### src/rtl/pc_ctrl_pkg.sv
// pc_ctrl_pkg: shared definitions for the next-PC controller slice.
//   - FSM state encoding (RUN/BUBBLE/HALT)
//   - next-PC select enum
//   - default PC/address width and a bubble-counter load helper
package pc_ctrl_pkg;

  localparam int unsigned PC_AW = 16;

  typedef enum logic [1:0] {
    ST_RUN    = 2'd0,
    ST_BUBBLE = 2'd1,
    ST_HALT   = 2'd2
  } pc_state_t;

  typedef enum logic [2:0] {
    SEL_INC,
    SEL_BR,
    SEL_JMP,
    SEL_RET,
    SEL_HOLD
  } pc_sel_t;

  // Bubble counter is 2 bits wide; configurations above 3 saturate.
  function automatic logic [1:0] bubble_load(input int unsigned cyc);
    logic [1:0] v;
    if (cyc > 3) v = 2'd3;
    else         v = cyc[1:0];
    return v;
  endfunction

endpackage

### src/rtl/pc_ras.sv
// pc_ras: circular return-address stack (LIFO), DEPTH x AW.
//   A push while full overwrites the oldest entry; a pop while empty is ignored.
// Ports:
//   clk, rst        clock (rising edge), asynchronous active-high reset
//   i_push, i_data  push i_data onto the stack
//   i_pop           discard the top entry
//   o_top           current top entry (undefined when empty)
//   o_full, o_empty occupancy flags
module pc_ras
  import pc_ctrl_pkg::*;
#(
  parameter int unsigned AW    = PC_AW,
  parameter int unsigned DEPTH = 4
) (
  input  logic          clk,
  input  logic          rst,
  input  logic          i_push,
  input  logic          i_pop,
  input  logic [AW-1:0] i_data,
  output logic [AW-1:0] o_top,
  output logic          o_full,
  output logic          o_empty
);

  localparam int unsigned IW = (DEPTH > 1) ? $clog2(DEPTH) : 1;
  localparam int unsigned CW = $clog2(DEPTH + 1);
  localparam logic [IW-1:0] LAST = IW'(DEPTH - 1);

  logic [AW-1:0] r_mem [DEPTH];
  logic [IW-1:0] r_sp;   // next free slot; equals the oldest slot when full
  logic [CW-1:0] r_cnt;
  logic [IW-1:0] w_top_idx;

  assign w_top_idx = (r_sp == '0) ? LAST : r_sp - 1'b1;
  assign o_top     = r_mem[w_top_idx];
  assign o_full    = (r_cnt == CW'(DEPTH));
  assign o_empty   = (r_cnt == '0);

  always_ff @(posedge clk or posedge rst) begin
    if (rst) begin
      r_sp  <= '0;
      r_cnt <= '0;
    end else if (i_push) begin
      r_sp <= (r_sp == LAST) ? '0 : r_sp + 1'b1;
      if (!o_full) r_cnt <= r_cnt + 1'b1;
    end else if (i_pop && !o_empty) begin
      r_sp  <= w_top_idx;
      r_cnt <= r_cnt - 1'b1;
    end
  end

  always_ff @(posedge clk) begin
    if (i_push) r_mem[r_sp] <= i_data;
  end

endmodule

### src/rtl/pc_sequencer.sv
// pc_sequencer: next-PC controller for the 16-bit single-cycle core.
//   Selects the next PC (increment / branch / jump / return / hold), applies
//   stall and halt, and flushes fetch for BUBBLE_CYC cycles after a redirect.
// Configuration macro: PC_RAS_EN (adds return-address stack for call/ret).
//   Undefined: call acts as jmp, ret is ignored, ras_err is tied 0.
// Ports:
//   clk, rst      clock (rising edge), asynchronous active-high reset
//   pc_in         current PC register value
//   stall         hold PC this cycle
//   br_taken      conditional branch taken, offset br_ofs (signed)
//   jmp           absolute jump to jmp_addr
//   call, ret     call (push pc_in+1, jump) / return (pop, jump)
//   halt, resume  enter / leave HALT
//   target        next PC value (0 while rst is high)
//   flush         squash the instruction fetched this cycle
//   halted        high while in HALT
//   ras_err       sticky RAS overflow/underflow flag
module pc_sequencer
  import pc_ctrl_pkg::*;
#(
  parameter int unsigned AW         = PC_AW,
  parameter int unsigned OFS_W      = 8,
  parameter int unsigned BUBBLE_CYC = 1,
  parameter int unsigned RAS_DEPTH  = 4
) (
  input  logic             clk,
  input  logic             rst,
  input  logic [AW-1:0]    pc_in,
  input  logic             stall,
  input  logic             br_taken,
  input  logic [OFS_W-1:0] br_ofs,
  input  logic             jmp,
  input  logic [AW-1:0]    jmp_addr,
  input  logic             call,
  input  logic             ret,
  input  logic             halt,
  input  logic             resume,
  output logic [AW-1:0]    target,
  output logic             flush,
  output logic             halted,
  output logic             ras_err
);

  pc_state_t   r_state, w_state_nxt;
  logic [1:0]  r_bub_cnt, w_bub_cnt_nxt;
  pc_sel_t     w_sel;
  logic        w_flush;
  logic        w_redirect;
  logic        w_push, w_pop, w_err_set;
  logic [AW-1:0] w_inc, w_br, w_mux;

  assign w_inc = pc_in + 1'b1;
  assign w_br  = pc_in + 1'b1 + {{(AW-OFS_W){br_ofs[OFS_W-1]}}, br_ofs};

`ifdef PC_RAS_EN
  logic [AW-1:0] w_ras_top;
  logic          w_ras_full, w_ras_empty;
  logic          r_ras_err;

  pc_ras #(
    .AW    (AW),
    .DEPTH (RAS_DEPTH)
  ) u_ras (
    .clk     (clk),
    .rst     (rst),
    .i_push  (w_push),
    .i_pop   (w_pop),
    .i_data  (w_inc),
    .o_top   (w_ras_top),
    .o_full  (w_ras_full),
    .o_empty (w_ras_empty)
  );

  always_ff @(posedge clk or posedge rst) begin
    if (rst)            r_ras_err <= 1'b0;
    else if (w_err_set) r_ras_err <= 1'b1;
  end

  assign ras_err = r_ras_err;
`else
  // No RAS: ret has no effect, and the stack depth is irrelevant.
  logic        w_unused_ret;
  logic [31:0] w_unused_ras_depth;
  assign w_unused_ret       = ret;
  assign w_unused_ras_depth = RAS_DEPTH;
  assign ras_err            = 1'b0;
`endif

  always_ff @(posedge clk or posedge rst) begin
    if (rst) begin
      r_state   <= ST_RUN;
      r_bub_cnt <= '0;
    end else begin
      r_state   <= w_state_nxt;
      r_bub_cnt <= w_bub_cnt_nxt;
    end
  end

  always_comb begin
    w_state_nxt   = r_state;
    w_bub_cnt_nxt = r_bub_cnt;
    w_sel         = SEL_HOLD;
    w_flush       = 1'b0;
    w_redirect    = 1'b0;
    w_push        = 1'b0;
    w_pop         = 1'b0;
    w_err_set     = 1'b0;

    case (r_state)
      ST_RUN: begin
        if (halt) begin
          w_sel       = SEL_HOLD;
          w_state_nxt = ST_HALT;
`ifdef PC_RAS_EN
        end else if (ret) begin
          // Underflow falls through to a plain increment with no bubble.
          if (w_ras_empty) begin
            w_sel     = SEL_INC;
            w_err_set = 1'b1;
          end else begin
            w_sel      = SEL_RET;
            w_pop      = 1'b1;
            w_redirect = 1'b1;
          end
`endif
        end else if (call) begin
          w_sel      = SEL_JMP;
          w_redirect = 1'b1;
`ifdef PC_RAS_EN
          w_push     = 1'b1;
          w_err_set  = w_ras_full;
`endif
        end else if (jmp) begin
          w_sel      = SEL_JMP;
          w_redirect = 1'b1;
        end else if (br_taken) begin
          w_sel      = SEL_BR;
          w_redirect = 1'b1;
        end else if (stall) begin
          w_sel = SEL_HOLD;
        end else begin
          w_sel = SEL_INC;
        end

        if (w_redirect && (BUBBLE_CYC != 0)) begin
          w_state_nxt   = ST_BUBBLE;
          w_bub_cnt_nxt = bubble_load(BUBBLE_CYC);
        end
      end

      ST_BUBBLE: begin
        w_sel   = SEL_HOLD;
        w_flush = 1'b1;
        if (halt) begin
          w_state_nxt   = ST_HALT;
          w_bub_cnt_nxt = '0;
        end else begin
          w_bub_cnt_nxt = r_bub_cnt - 1'b1;
          if (r_bub_cnt <= 2'd1) w_state_nxt = ST_RUN;
        end
      end

      ST_HALT: begin
        w_sel = SEL_HOLD;
        if (resume && !halt) w_state_nxt = ST_RUN;
      end

      default: begin
        w_state_nxt   = ST_RUN;
        w_bub_cnt_nxt = '0;
      end
    endcase
  end

  always_comb begin
    w_mux = pc_in;
    case (w_sel)
      SEL_INC:  w_mux = w_inc;
      SEL_BR:   w_mux = w_br;
      SEL_JMP:  w_mux = jmp_addr;
`ifdef PC_RAS_EN
      SEL_RET:  w_mux = w_ras_top;
`else
      SEL_RET:  w_mux = w_inc;
`endif
      default:  w_mux = pc_in;
    endcase
  end

  // Outputs are forced quiet for the whole time reset is held.
  assign target = rst ? '0 : w_mux;
  assign flush  = !rst && w_flush;
  assign halted = !rst && (r_state == ST_HALT);

endmodule

### config.mk
export PLATFORM = sky130hd
export DESIGN_NAME = pc_sequencer
export DESIGN_NICKNAME = d
export VERILOG_FILES = /design/src/rtl/pc_ctrl_pkg.sv /design/src/rtl/pc_ras.sv /design/src/rtl/pc_sequencer.sv
export SDC_FILE = /design/constraint.sdc
export NUM_CORES = 1
export LEC_CHECK = 0
export CAP_MARGIN = 20
export CELL_PAD_IN_SITES_DETAIL_PLACEMENT = 1
export CELL_PAD_IN_SITES_GLOBAL_PLACEMENT = 1
export CORE_AREA = 4 4 79 81
export DETAILED_ROUTE_END_ITERATION = 6
export DIE_AREA = 0 0 83 85
export PLACE_DENSITY = 0.83
export SETUP_SLACK_MARGIN = 0.05
export SYNTH_ARGS = -nofsm -noshare
export SYNTH_HDL_FRONTEND = slang
export SYNTH_SLANG_ARGS = --single-unit
### constraint.sdc
create_clock -name clk -period 11.55 [get_ports clk]
set_input_delay 3.465 -clock clk [delete_from_list [all_inputs] [get_ports clk]]
set_output_delay 3.465 -clock clk [all_outputs]
set_load 0.02 [all_outputs]
## After elaboration in Yosys (flattened, before gate mapping)

Cells that the tools add are included.

| storage, ports and cells | value |
|---|---|
| input port bits | 49 |
| output and inout bits | 19 |
| bits in registers | 4 |
| logic and storage cells | 49 |

| operators by class | value |
|---|---|
| magnitude comparators | 1 |
| eq/ne operators | 9 |
| add/sub/neg operators | 3 |
| bitwise logic cells | 1 |
| muxes and demuxes | 23 |
| reductions and logical operators | 10 |

Operators by type and width:

| operator | number |
|---|---|
| 16-bit one-hot mux with 3 select lines | 1 |
| 3-bit 2-to-1 mux | 6 |
| 16-bit by 1-bit adder with 16-bit output, second input constant | 1 |
| 16-bit adder | 1 |
| 16-bit 2-to-1 mux | 1 |
| 2-bit 2-to-1 mux | 7 |
| 2-bit one-hot mux with 3 select lines | 2 |
| 3-bit by 2-bit == test with 1-bit output, second input constant | 2 |
| 1-bit 2-to-1 mux | 6 |
| 3-bit != test, second input constant | 2 |
| 2-bit != test, second input constant | 2 |
| 3-bit by 1-bit == test with 1-bit output, second input constant | 1 |
| 1-bit logical AND | 3 |
| 3-bit zero test | 1 |
| 3-bit AND reduction | 1 |
| 2-bit by 1-bit == test with 1-bit output, second input constant | 1 |
| 2-bit == test, second input constant | 1 |
| 2-bit by 1-bit less-or-equal comparator with 1-bit output, second input constant | 1 |
| 1-bit zero test | 2 |
| 2-bit zero test | 1 |
| 2-bit AND reduction | 1 |
| 2-bit OR reduction | 1 |
| 2-bit by 1-bit subtractor with 2-bit output, second input constant | 1 |
| 1-bit inverter | 1 |

## Depth between registers and ports, before layout

Gate-level depths: netlist of the first run.

| logic depth | value |
|---|---|
| depth in word-level cells | 10 |
| depth in mapped cells | 12 |

## Worst setup path after synthesis of the first run

No wires, ideal clock.

| timing | value |
|---|---|
| path kind | input to output |
| from | in pc_in[3] |
| to | out target[15] |
| setup slack | 2.300 ns |
| buffers on the path | 0 |
| data arrival time | 5.785 ns |
| stages on the path | 11 |
| path through | nand4_1 nor2_1 and3_1 xor2_1 ha_1 a21oi_1 o21ai_0 o21ai_0 a21oi_1 a32o_1 or3_1 |

| between the ends | value |
|---|---|
| word-level cells in the longest chain between the ends | 4 |

RTL lines:

| element | line | text |
|---|---|---|
| from (decl) | pc_sequencer.sv:28 | `input logic [AW-1:0] pc_in,` |
| 16-bit by 1-bit adder with 16-bit output (*) | pc_sequencer.sv:52, pc_sequencer.sv:53 |  |
| 16-bit adder | pc_sequencer.sv:53 | `assign w_br = pc_in + 1'b1 + {{(AW-OFS_W){br_ofs[OFS_W-1]}}, br_ofs};` |
| 16-bit one-hot mux with 3 select lines (*) | pc_sequencer.sv:177 | `case (w_sel)` |
| 16-bit 2-to-1 mux (*) | pc_sequencer.sv:191 | `assign target = rst ? '0 : w_mux;` |
| to (decl) | pc_sequencer.sv:38 | `output logic [AW-1:0] target,` |

Every way passes the cells marked *; elsewhere a longest branch is shown, timed or not.

## Worst setup path after layout of the first run

| timing | value |
|---|---|
| from | in pc_in[0] |
| to | out target[15] |

The elaborated chain is that of the path after synthesis.

==> results of run 1 <==
## cells in the mapped netlist, drive strengths merged (2+ instances only)
cell type | count | area share (%)
nor3 | 12 | 3.6
a21o | 4 | 2.1
a221o | 2 | 1.1
inv | 11 | 2.3
or3 | 4 | 1.4
and3 | 7 | 2.5
o211ai | 3 | 1.3
xor2 | 9 | 4.4
nor4 | 4 | 1.4
o22ai | 3 | 1.0
and4 | 3 | 1.5
nor3b | 2 | 0.84
nand2 | 27 | 5.6
buf | 5 | 1.5
xnor2 | 15 | 7.3
nand2b | 3 | 1.0
o21ai | 19 | 5.3
mux2i | 2 | 1.1
nor2b | 2 | 0.70
a22oi | 4 | 1.7
clkbuf | 6 | 1.3
nand4 | 4 | 1.4
a21oi | 29 | 8.3
a31oi | 5 | 1.7
nor2 | 22 | 4.6
a221oi | 9 | 4.4
o2111ai | 2 | 0.98
ha | 20 | 14
dfrtp | 4 | 5.6
nand3 | 11 | 3.1
## stage by stage
| step | utilization (%) | std cells | hold WS (ns) | worst slack, ns | power (mW) |
|---|---|---|---|---|---|
| detailed placement | 45.70 | 394 | 0.4876 | 0.7770 | 0.1348 |
| finish | 46.46 | 397 | 0.4904 | 0.7506 | 0.1648 |
| global route | 46.46 | 397 | 0.5242 | 0.4930 | 0.1791 |
| CTS | 46.46 | 397 | 0.4902 | 0.7746 | 0.1655 |
| global placement | 45.70 | 394 | 0.4760 | 0.8558 | 0.1317 |
| floorplan | - | 266 | 0.4573 | 2.300 | 0.08695 |
## worst max-delay path, cell delays in order
cell,delay [ns]
sky130_fd_sc_hd__clkdlybuf4s50_1,0.55
sky130_fd_sc_hd__ha_1,0.24
sky130_fd_sc_hd__nand2_1,0.14
sky130_fd_sc_hd__nor2_1,0.33
sky130_fd_sc_hd__nand2_1,0.12
sky130_fd_sc_hd__xnor2_1,0.23
sky130_fd_sc_hd__ha_1,0.36
sky130_fd_sc_hd__a21oi_1,0.18
sky130_fd_sc_hd__o21ai_0,0.12
sky130_fd_sc_hd__a31oi_1,0.25
sky130_fd_sc_hd__a21oi_1,0.17
sky130_fd_sc_hd__a32o_1,0.28
sky130_fd_sc_hd__or3_1,0.36
sky130_fd_sc_hd__clkdlybuf4s50_1,0.54
## power by group through the flow
stage	Combinational (mW)	Sequential, mW	Clock [mW]
detailed placement	0.116	0.0187	0
floorplan	0.0694	0.0176	0
global route	0.129	0.0192	0.0314
finish	0.117	0.0186	0.0291
CTS	0.117	0.0186	0.0297
global placement	0.113	0.0185	0
## flip-flops by register name (all words and copies together), names as in the netlist
name,flops
r_state,2
r_bub_cnt,2
## final timing paths
path	cells after the start	endpoint	slack [ns]
setup / recovery	14	target[15]	0.75
min in group asynchronous	2	r_state[0]	4.17
setup reg to reg	4	r_bub_cnt[1]	10.48
hold / removal	1	r_bub_cnt[0]	0.49
max in group asynchronous	2	r_bub_cnt[1]	7.00
hold reg to reg	1	r_bub_cnt[0]	0.49
## cell type report
type / count / area, µm² / share of cell area, %
tap: 72 / 90.09 / 3.543
inverter: 11 / 41.29 / 1.624
timing repair buffer: 67 / 665.6 / 26.18
sequential: 4 / 100.1 / 3.937
clock buffer: 3 / 41.29 / 1.624
multi-input combinational: 240 / 1604 / 63.09
## kinds of logic after synthesis
kind of cell | after synthesis | synth area share (%)
muxes | 2 | 1.115
buffers and inverters | 22 | 5.087
xor gates and xnor gates | 24 | 11.71
adders and majority gates | 21 | 15.05
DFF | 4 | 5.575
and+or+nand+nor | 103 | 28.43
other | 1 | 0.2089
AOI/OAI and AO/OA | 89 | 32.82
## metal layers
metal	vias up	share of wire, %	global-route usage [%]
li1	1127	-	-
met1	1105	46	26.41
met2	66	49	36.08
met3	13	3.6	2.233
met4	0	1.4	3.566
met5	-	0	0
==> results.rst, run 1 <==
.. list-table::
   :header-rows: 1

   * - Metric
     - Value
   * - Internal power
     - 92.41 µW
   * - Clock latency reported for the late side of the worst-skew pair
     - 0.21 ns
   * - Sequential cell area fraction in the yosys report
     - 5.575%
   * - Leading cell type in the layout, fill and taps excluded
     - sky130_fd_sc_hd__clkdlybuf4s50_1
   * - Rel. slew slack
     - 32.89%
   * - Max Clock Freq
     - 92.60 MHz
   * - CTS H-Tree Depth
     - 1
   * - Cell area after synthesis
     - 1795 µm²
   * - Critical Path RT
     - 8.09 ns
   * - Fraction of power consumed by combinational cells
     - 71.1%
   * - Net switching share of the total power
     - 43.93%
   * - Tot GR Track Use
     - 20.20%
   * - Static leakage power
     - 0.9858 nW
   * - Worst Path Arrival
     - 7.33 ns
   * - Iter 0 DRT Violations
     - 103
   * - Die area
     - 7055 µm²
   * - Final number of max-transition violations
     - 0
   * - Starting density of the core
     - 32.81%
   * - Die outline width
     - 83 µm
   * - Share of the cycle needed by the critical path after routing
     - 93.50%
   * - Total CTS buffers
     - 3
   * - Total wire length
     - 7292 µm
   * - Timing startpoint of the critical path
     - pc_in[0]
   * - Final hold viol count
     - 0
   * - Largest net degree at the start of global routing
     - 17
   * - Worst Setup Path Type
     - in2out
   * - Maximum net fanout on the critical path
     - 7
   * - RSZ-0062 raised after global routing
     - false
   * - Switching power summed over all nets
     - 72.42 µW
   * - Max VDD drop
     - 0.04461 mV
   * - Post-detail-place hpwl
     - 5843 µm
   * - Number of instances resized during post-cts repair
     - 0
   * - Placed cell area
     - 2501 µm²
   * - Wirelength per Cell
     - 18.37 µm
   * - Die height
     - 85 µm
   * - Clock power share
     - 17.6%
   * - Number of global-route vias before repair
     - 2433
   * - Yosys reg bits
     - 4
   * - Total iterations of the first detailed-routing run
     - 4
   * - Ratio of routed vias to standard cells
     - 5.821
   * - Final Net Count
     - 397
   * - Net count of the mapped netlist
     - 336
   * - Number of enable-type register cells in the synthesized netlist
     - 0
   * - Layout overhead on the synthesized area
     - 41.60%
   * - Share of post-route cells with drive strength above 1
     - 3.385%
   * - Count of synthesis-stage warnings from yosys
     - 0
   * - Library cell used as clock root buffer
     - sky130_fd_sc_hd__clkbuf_8
   * - Worst hold path startpoint
     - r_bub_cnt[0]
   * - Initial antenna violation count
     - 0
   * - Count of fill cells added during filler insertion
     - 726
   * - Final standard cell area without fillers
     - 2542 µm²
   * - Clock slew at the register clock pins of the worst setup and hold paths
     - 0.03 ns
   * - HP Class
     - reg2reg
   * - Setup Viol. Count Final
     - 0
   * - Final critical-path required period
     - 10.80 ns
   * - Synth async-reset ratio
     - 100.0%
   * - Final sum of negative setup slack
     - 0 ns
   * - Aggregate global routing overflow
     - 0
   * - Run status
     - finished clean
   * - Maximum clock path buffer count
     - 2
   * - Beginning of the worst register-to-register path
     - r_state[1]
   * - Power share of the sequential group
     - 11.3%
   * - Critical Path End Type
     - output pin
   * - Post-route ant nets
     - 0
   * - Number of standard cells after synthesis
     - 266
   * - Cts-stage hold buffer count
     - 0
   * - Max capacitance violation total
     - 0
   * - Number of vias in the routed layout
     - 2311
   * - Global placement routability congestion
     - 0.8833
   * - Wire length of the first global-routing pass
     - 12090 µm
   * - Post-detailed-route DRC marker count
     - 0
   * - Antenna cell count
     - 0
   * - Power density over the cells
     - 64.83 nW/µm²
   * - Worst Setup Start Kind
     - input pin
   * - Most instantiated flip-flop cell in the synthesis netlist
     - sky130_fd_sc_hd__dfrtp_1
   * - Clock tree from TritonCTS
     - yes
   * - Yosys cell types
     - 48
   * - Final clock skew
     - 0.001418 ns
   * - Number of cell rows
     - 27
   * - Highest-count cells in the layout ignoring fill and taps
     - 65 x sky130_fd_sc_hd__clkdlybuf4s50_1, 28 x sky130_fd_sc_hd__a21oi_1, 27 x sky130_fd_sc_hd__nand2_1
   * - Avg Cell Area, Syn
     - 6.750 µm²
   * - Number of top-level design ports
     - 68
   * - Transition time of the tightest slew-check pin
     - 1.003 ns
   * - Number of buffers inserted by post-CTS setup repair
     - 0
   * - Core area
     - 5473 µm²
   * - Count of input and output buffers
     - 65
   * - TritonCTS sink count
     - 4
(Power assumes the default switching activity.)
==> run 2: changes to the inputs <==
--- a/config.mk
+++ b/config.mk
@@ -13,6 +13,8 @@
 export DIE_AREA = 0 0 83 85
 export PLACE_DENSITY = 0.83
 export SETUP_SLACK_MARGIN = 0.05
+export SLEW_MARGIN = 20
 export SYNTH_ARGS = -nofsm -noshare
 export SYNTH_HDL_FRONTEND = slang
 export SYNTH_SLANG_ARGS = --single-unit
+export TNS_END_PERCENT = 100
==> results of run 2 <==
Same layout as run 1: the final DEF is identical, and so are final timing and power.
==> run 3: changes to the inputs <==
--- a/config.mk
+++ b/config.mk
@@ -8,9 +8,9 @@
 export CAP_MARGIN = 20
 export CELL_PAD_IN_SITES_DETAIL_PLACEMENT = 1
 export CELL_PAD_IN_SITES_GLOBAL_PLACEMENT = 1
-export CORE_AREA = 4 4 79 81
+export CORE_AREA = 2 2 77 79
 export DETAILED_ROUTE_END_ITERATION = 6
-export DIE_AREA = 0 0 83 85
+export DIE_AREA = 0 0 79 81
 export PLACE_DENSITY = 0.83
 export SETUP_SLACK_MARGIN = 0.05
 export SLEW_MARGIN = 20
==> results.rst, run 3 (same netlist as run 1, synthesis figures left out) <==
.. list-table::
   :header-rows: 1

   * - Metric
     - Value
   * - Final-layout worst hold slack
     - 0.5017 ns (+0.01125 ns)
   * - Rel. slew slack
     - 30.24% (-2.7 points)
   * - TritonCTS sink count
     - 4 (unchanged)
   * - Sink of the worst hold path
     - r_bub_cnt[0]
   * - Clock tree from TritonCTS
     - yes
   * - Highest-count cells in the layout ignoring fill and taps
     - 65 x sky130_fd_sc_hd__clkdlybuf4s50_1, 28 x sky130_fd_sc_hd__a21oi_1, 27 x sky130_fd_sc_hd__nand2_1
   * - Worst Path Arrival
     - 7.35 ns (+0.02 ns)
   * - Starting density of the core
     - 31.64% (-1.2 points)
   * - Cts-stage hold buffer count
     - 0 (unchanged)
   * - Final clock skew
     - 0.0003157 ns (-0.001102 ns)
   * - Ratio of routed vias to standard cells
     - 5.777 (-0.76%)
   * - Setup slack on the worst flop-to-flop path
     - 10.54 ns (+0.06 ns)
   * - Final hold viol count
     - 0 (unchanged)
   * - Max VDD drop
     - 0.04003 mV (-10%)
   * - Total wire length
     - 7062 µm (-3.2%)
   * - Reg-to-reg endpoint
     - r_bub_cnt[0]
   * - Post-detailed-route DRC marker count
     - 0 (unchanged)
   * - Aggregate global routing overflow
     - 0 (unchanged)
   * - Run status
     - finished clean
   * - Number of stages on the worst hold path
     - 1 (unchanged)
   * - Core area
     - 5675 µm² (+3.7%)
   * - Max capacitance violation total
     - 0 (unchanged)
   * - Final Net Count
     - 396 (-0.25%)
   * - Wire length of the first global-routing pass
     - 11540 µm (-4.6%)
   * - Die height
     - 81 µm (-4.7%)
   * - Clock power share
     - 17.7% (about the same)
   * - Leading cell type in the layout, fill and taps excluded
     - sky130_fd_sc_hd__clkdlybuf4s50_1
   * - Final number of max-transition violations
     - 0 (unchanged)
   * - Number of global-route vias before repair
     - 2430 (-0.12%)
   * - Library cell used as clock root buffer
     - sky130_fd_sc_hd__clkbuf_8
   * - Transition time of the tightest slew-check pin
     - 1.043 ns (+0.03962 ns)
   * - Post-route ant nets
     - 0 (unchanged)
   * - Largest net degree at the start of global routing
     - 17 (unchanged)
   * - Setup Viol. Count Final
     - 0 (unchanged)
   * - Count of input and output buffers
     - 65 (unchanged)
   * - Power density over the cells
     - 64.45 nW/µm² (-0.58%)
   * - Total iterations of the first detailed-routing run
     - 4 (unchanged)
   * - Number of instances resized during post-cts repair
     - 0 (unchanged)
   * - Number of standard cells in the final layout excluding fillers
     - 399 (+0.50%)
   * - Final critical-path required period
     - 10.81 ns (+0.01438 ns)
   * - Worst hold path startpoint
     - r_bub_cnt[0]
   * - Iter 0 DRT Violations
     - 116 (+13%)
   * - Worst Setup Slack post-DPL
     - 0.7531 ns (-0.02399 ns)
   * - CTS H-Tree Depth
     - 1 (unchanged)
   * - Wirelength per Cell
     - 17.70 µm (-3.6%)
   * - Clock slew at the register clock pins of the worst setup and hold paths
     - 0.03 ns (about the same)
   * - Worst Setup Path Type
     - in2out
   * - Tot GR Track Use
     - 22.31% (+2.1 points)
   * - Total CTS buffers
     - 3 (unchanged)
   * - Switching power summed over all nets
     - 71.72 µW (-0.97%)
   * - Die outline width
     - 79 µm (-4.8%)
   * - Antenna cell count
     - 0 (unchanged)
   * - Count of fill cells added during filler insertion
     - 748 (+3.0%)
   * - Number of buffers inserted by post-CTS setup repair
     - 0 (unchanged)
   * - Beginning of the worst register-to-register path
     - r_state[1]
   * - Share of post-route cells with drive strength above 1
     - 3.086% (-0.30 points)
   * - Net switching share of the total power
     - 43.83% (-0.10 points)
   * - Cells on worst reg2reg path
     - 3 (-1)
   * - HP Class
     - reg2reg
   * - Critical Path End Type
     - output pin
   * - Internal power
     - 91.91 µW (-0.54%)
   * - Regs by FF count
     - r_bub_cnt (2), r_state (2)
   * - Layout overhead on the synthesized area
     - 41.39%
   * - Initial antenna violation count
     - 0 (unchanged)
   * - Clock latency reported for the late side of the worst-skew pair
     - 0.22 ns (about the same)
   * - Die area
     - 6399 µm² (-9.3%)
   * - Fraction of power consumed by combinational cells
     - 71.0% (about the same)
   * - Final sum of negative setup slack
     - 0 ns (unchanged)
   * - Number of vias in the routed layout
     - 2305 (-0.26%)
   * - Post-detail-place hpwl
     - 5625 µm (-3.7%)
   * - Critical Path RT
     - 8.09 ns (about the same)
   * - Maximum net fanout on the critical path
     - 6 (-1)
   * - Number of cell rows
     - 28 (+3.7%)
   * - Share of the cycle needed by the critical path after routing
     - 93.63% (+0.12 points)
   * - Worst-case setup margin in the final layout
     - 0.7362 ns (-0.01438 ns)
   * - RSZ-0062 raised after global routing
     - false
   * - Maximum clock path buffer count
     - 2 (unchanged)
   * - Static leakage power
     - 0.9806 nW (-0.53%)
   * - Worst Setup Start Kind
     - input pin
   * - Global placement routability congestion
     - 0.8463 (-4.2%)
   * - Power share of the sequential group
     - 11.3% (about the same)
   * - Number of top-level design ports
     - 68 (unchanged)
   * - Number of cells in the design after placement
     - 396 (+0.51%)
   * - Max Clock Freq
     - 92.47 MHz (-0.13%)
## run 3: power by group through the flow
| stage | Combinational [mW] | Clock, mW | Sequential [mW] |
|---|---|---|---|
| final | 0.116 | 0.0289 | 0.0185 |
| after global routing | 0.128 | 0.0309 | 0.0192 |
| after CTS | 0.116 | 0.0294 | 0.0186 |
| after detailed placement | 0.116 | 0 | 0.0187 |
| after global placement | 0.113 | 0 | 0.0185 |
| after floorplan | 0.0694 | 0 | 0.0176 |
## run 3: worst max-delay path by stage
stage | start | end | slack [ns]
after floorplan | pc_in[3] | target[15] | 2.30
final | pc_in[3] | target[15] | 0.74
after detailed placement | pc_in[3] | target[15] | 0.75
after global routing | pc_in[3] | target[15] | 0.45
after CTS | pc_in[3] | target[15] | 0.74
after global placement | pc_in[3] | target[15] | 0.84
## run 3: final cells by class
cell class,count,area [µm²],area share (%)
inverters,11,41.29,1.626
well taps,75,93.84,3.696
flip-flops and latches,4,100.1,3.943
repair buffers,66,658.1,25.92
clock buffers,3,41.29,1.626
multi-input cells,240,1604,63.18
## run 3: per-stage QoR
step                      util (%)  total power [mW]  instance area, µm²
final                        44.73            0.1636                2539
after global routing         44.73            0.1781                2539
after CTS                    44.73            0.1643                2539
after detailed placement     44.00            0.1344                2497
after global placement       44.00            0.1314                2497
after floorplan                  -           0.08695                1795
## run 3: metal layers
metal  global-route usage, %  wire length [µm]
met1                   28.32              3116
met2                   41.36              3504
met3                   2.556               395
met4                   3.276                46
met5                       0                 0
## run 3: critical path, stage by stage
cell and delay, ns:
sky130_fd_sc_hd__clkdlybuf4s50_1 0.61, sky130_fd_sc_hd__nand4_1 0.26, sky130_fd_sc_hd__nor2_1 0.33, sky130_fd_sc_hd__and3_1 0.22, sky130_fd_sc_hd__xor2_1 0.22, sky130_fd_sc_hd__ha_1 0.33, sky130_fd_sc_hd__a21oi_1 0.24, sky130_fd_sc_hd__o21ai_0 0.19
sky130_fd_sc_hd__o21ai_0 0.21, sky130_fd_sc_hd__a21oi_1 0.10, sky130_fd_sc_hd__a32o_1 0.28, sky130_fd_sc_hd__or3_1 0.36, sky130_fd_sc_hd__clkdlybuf4s50_1 0.54
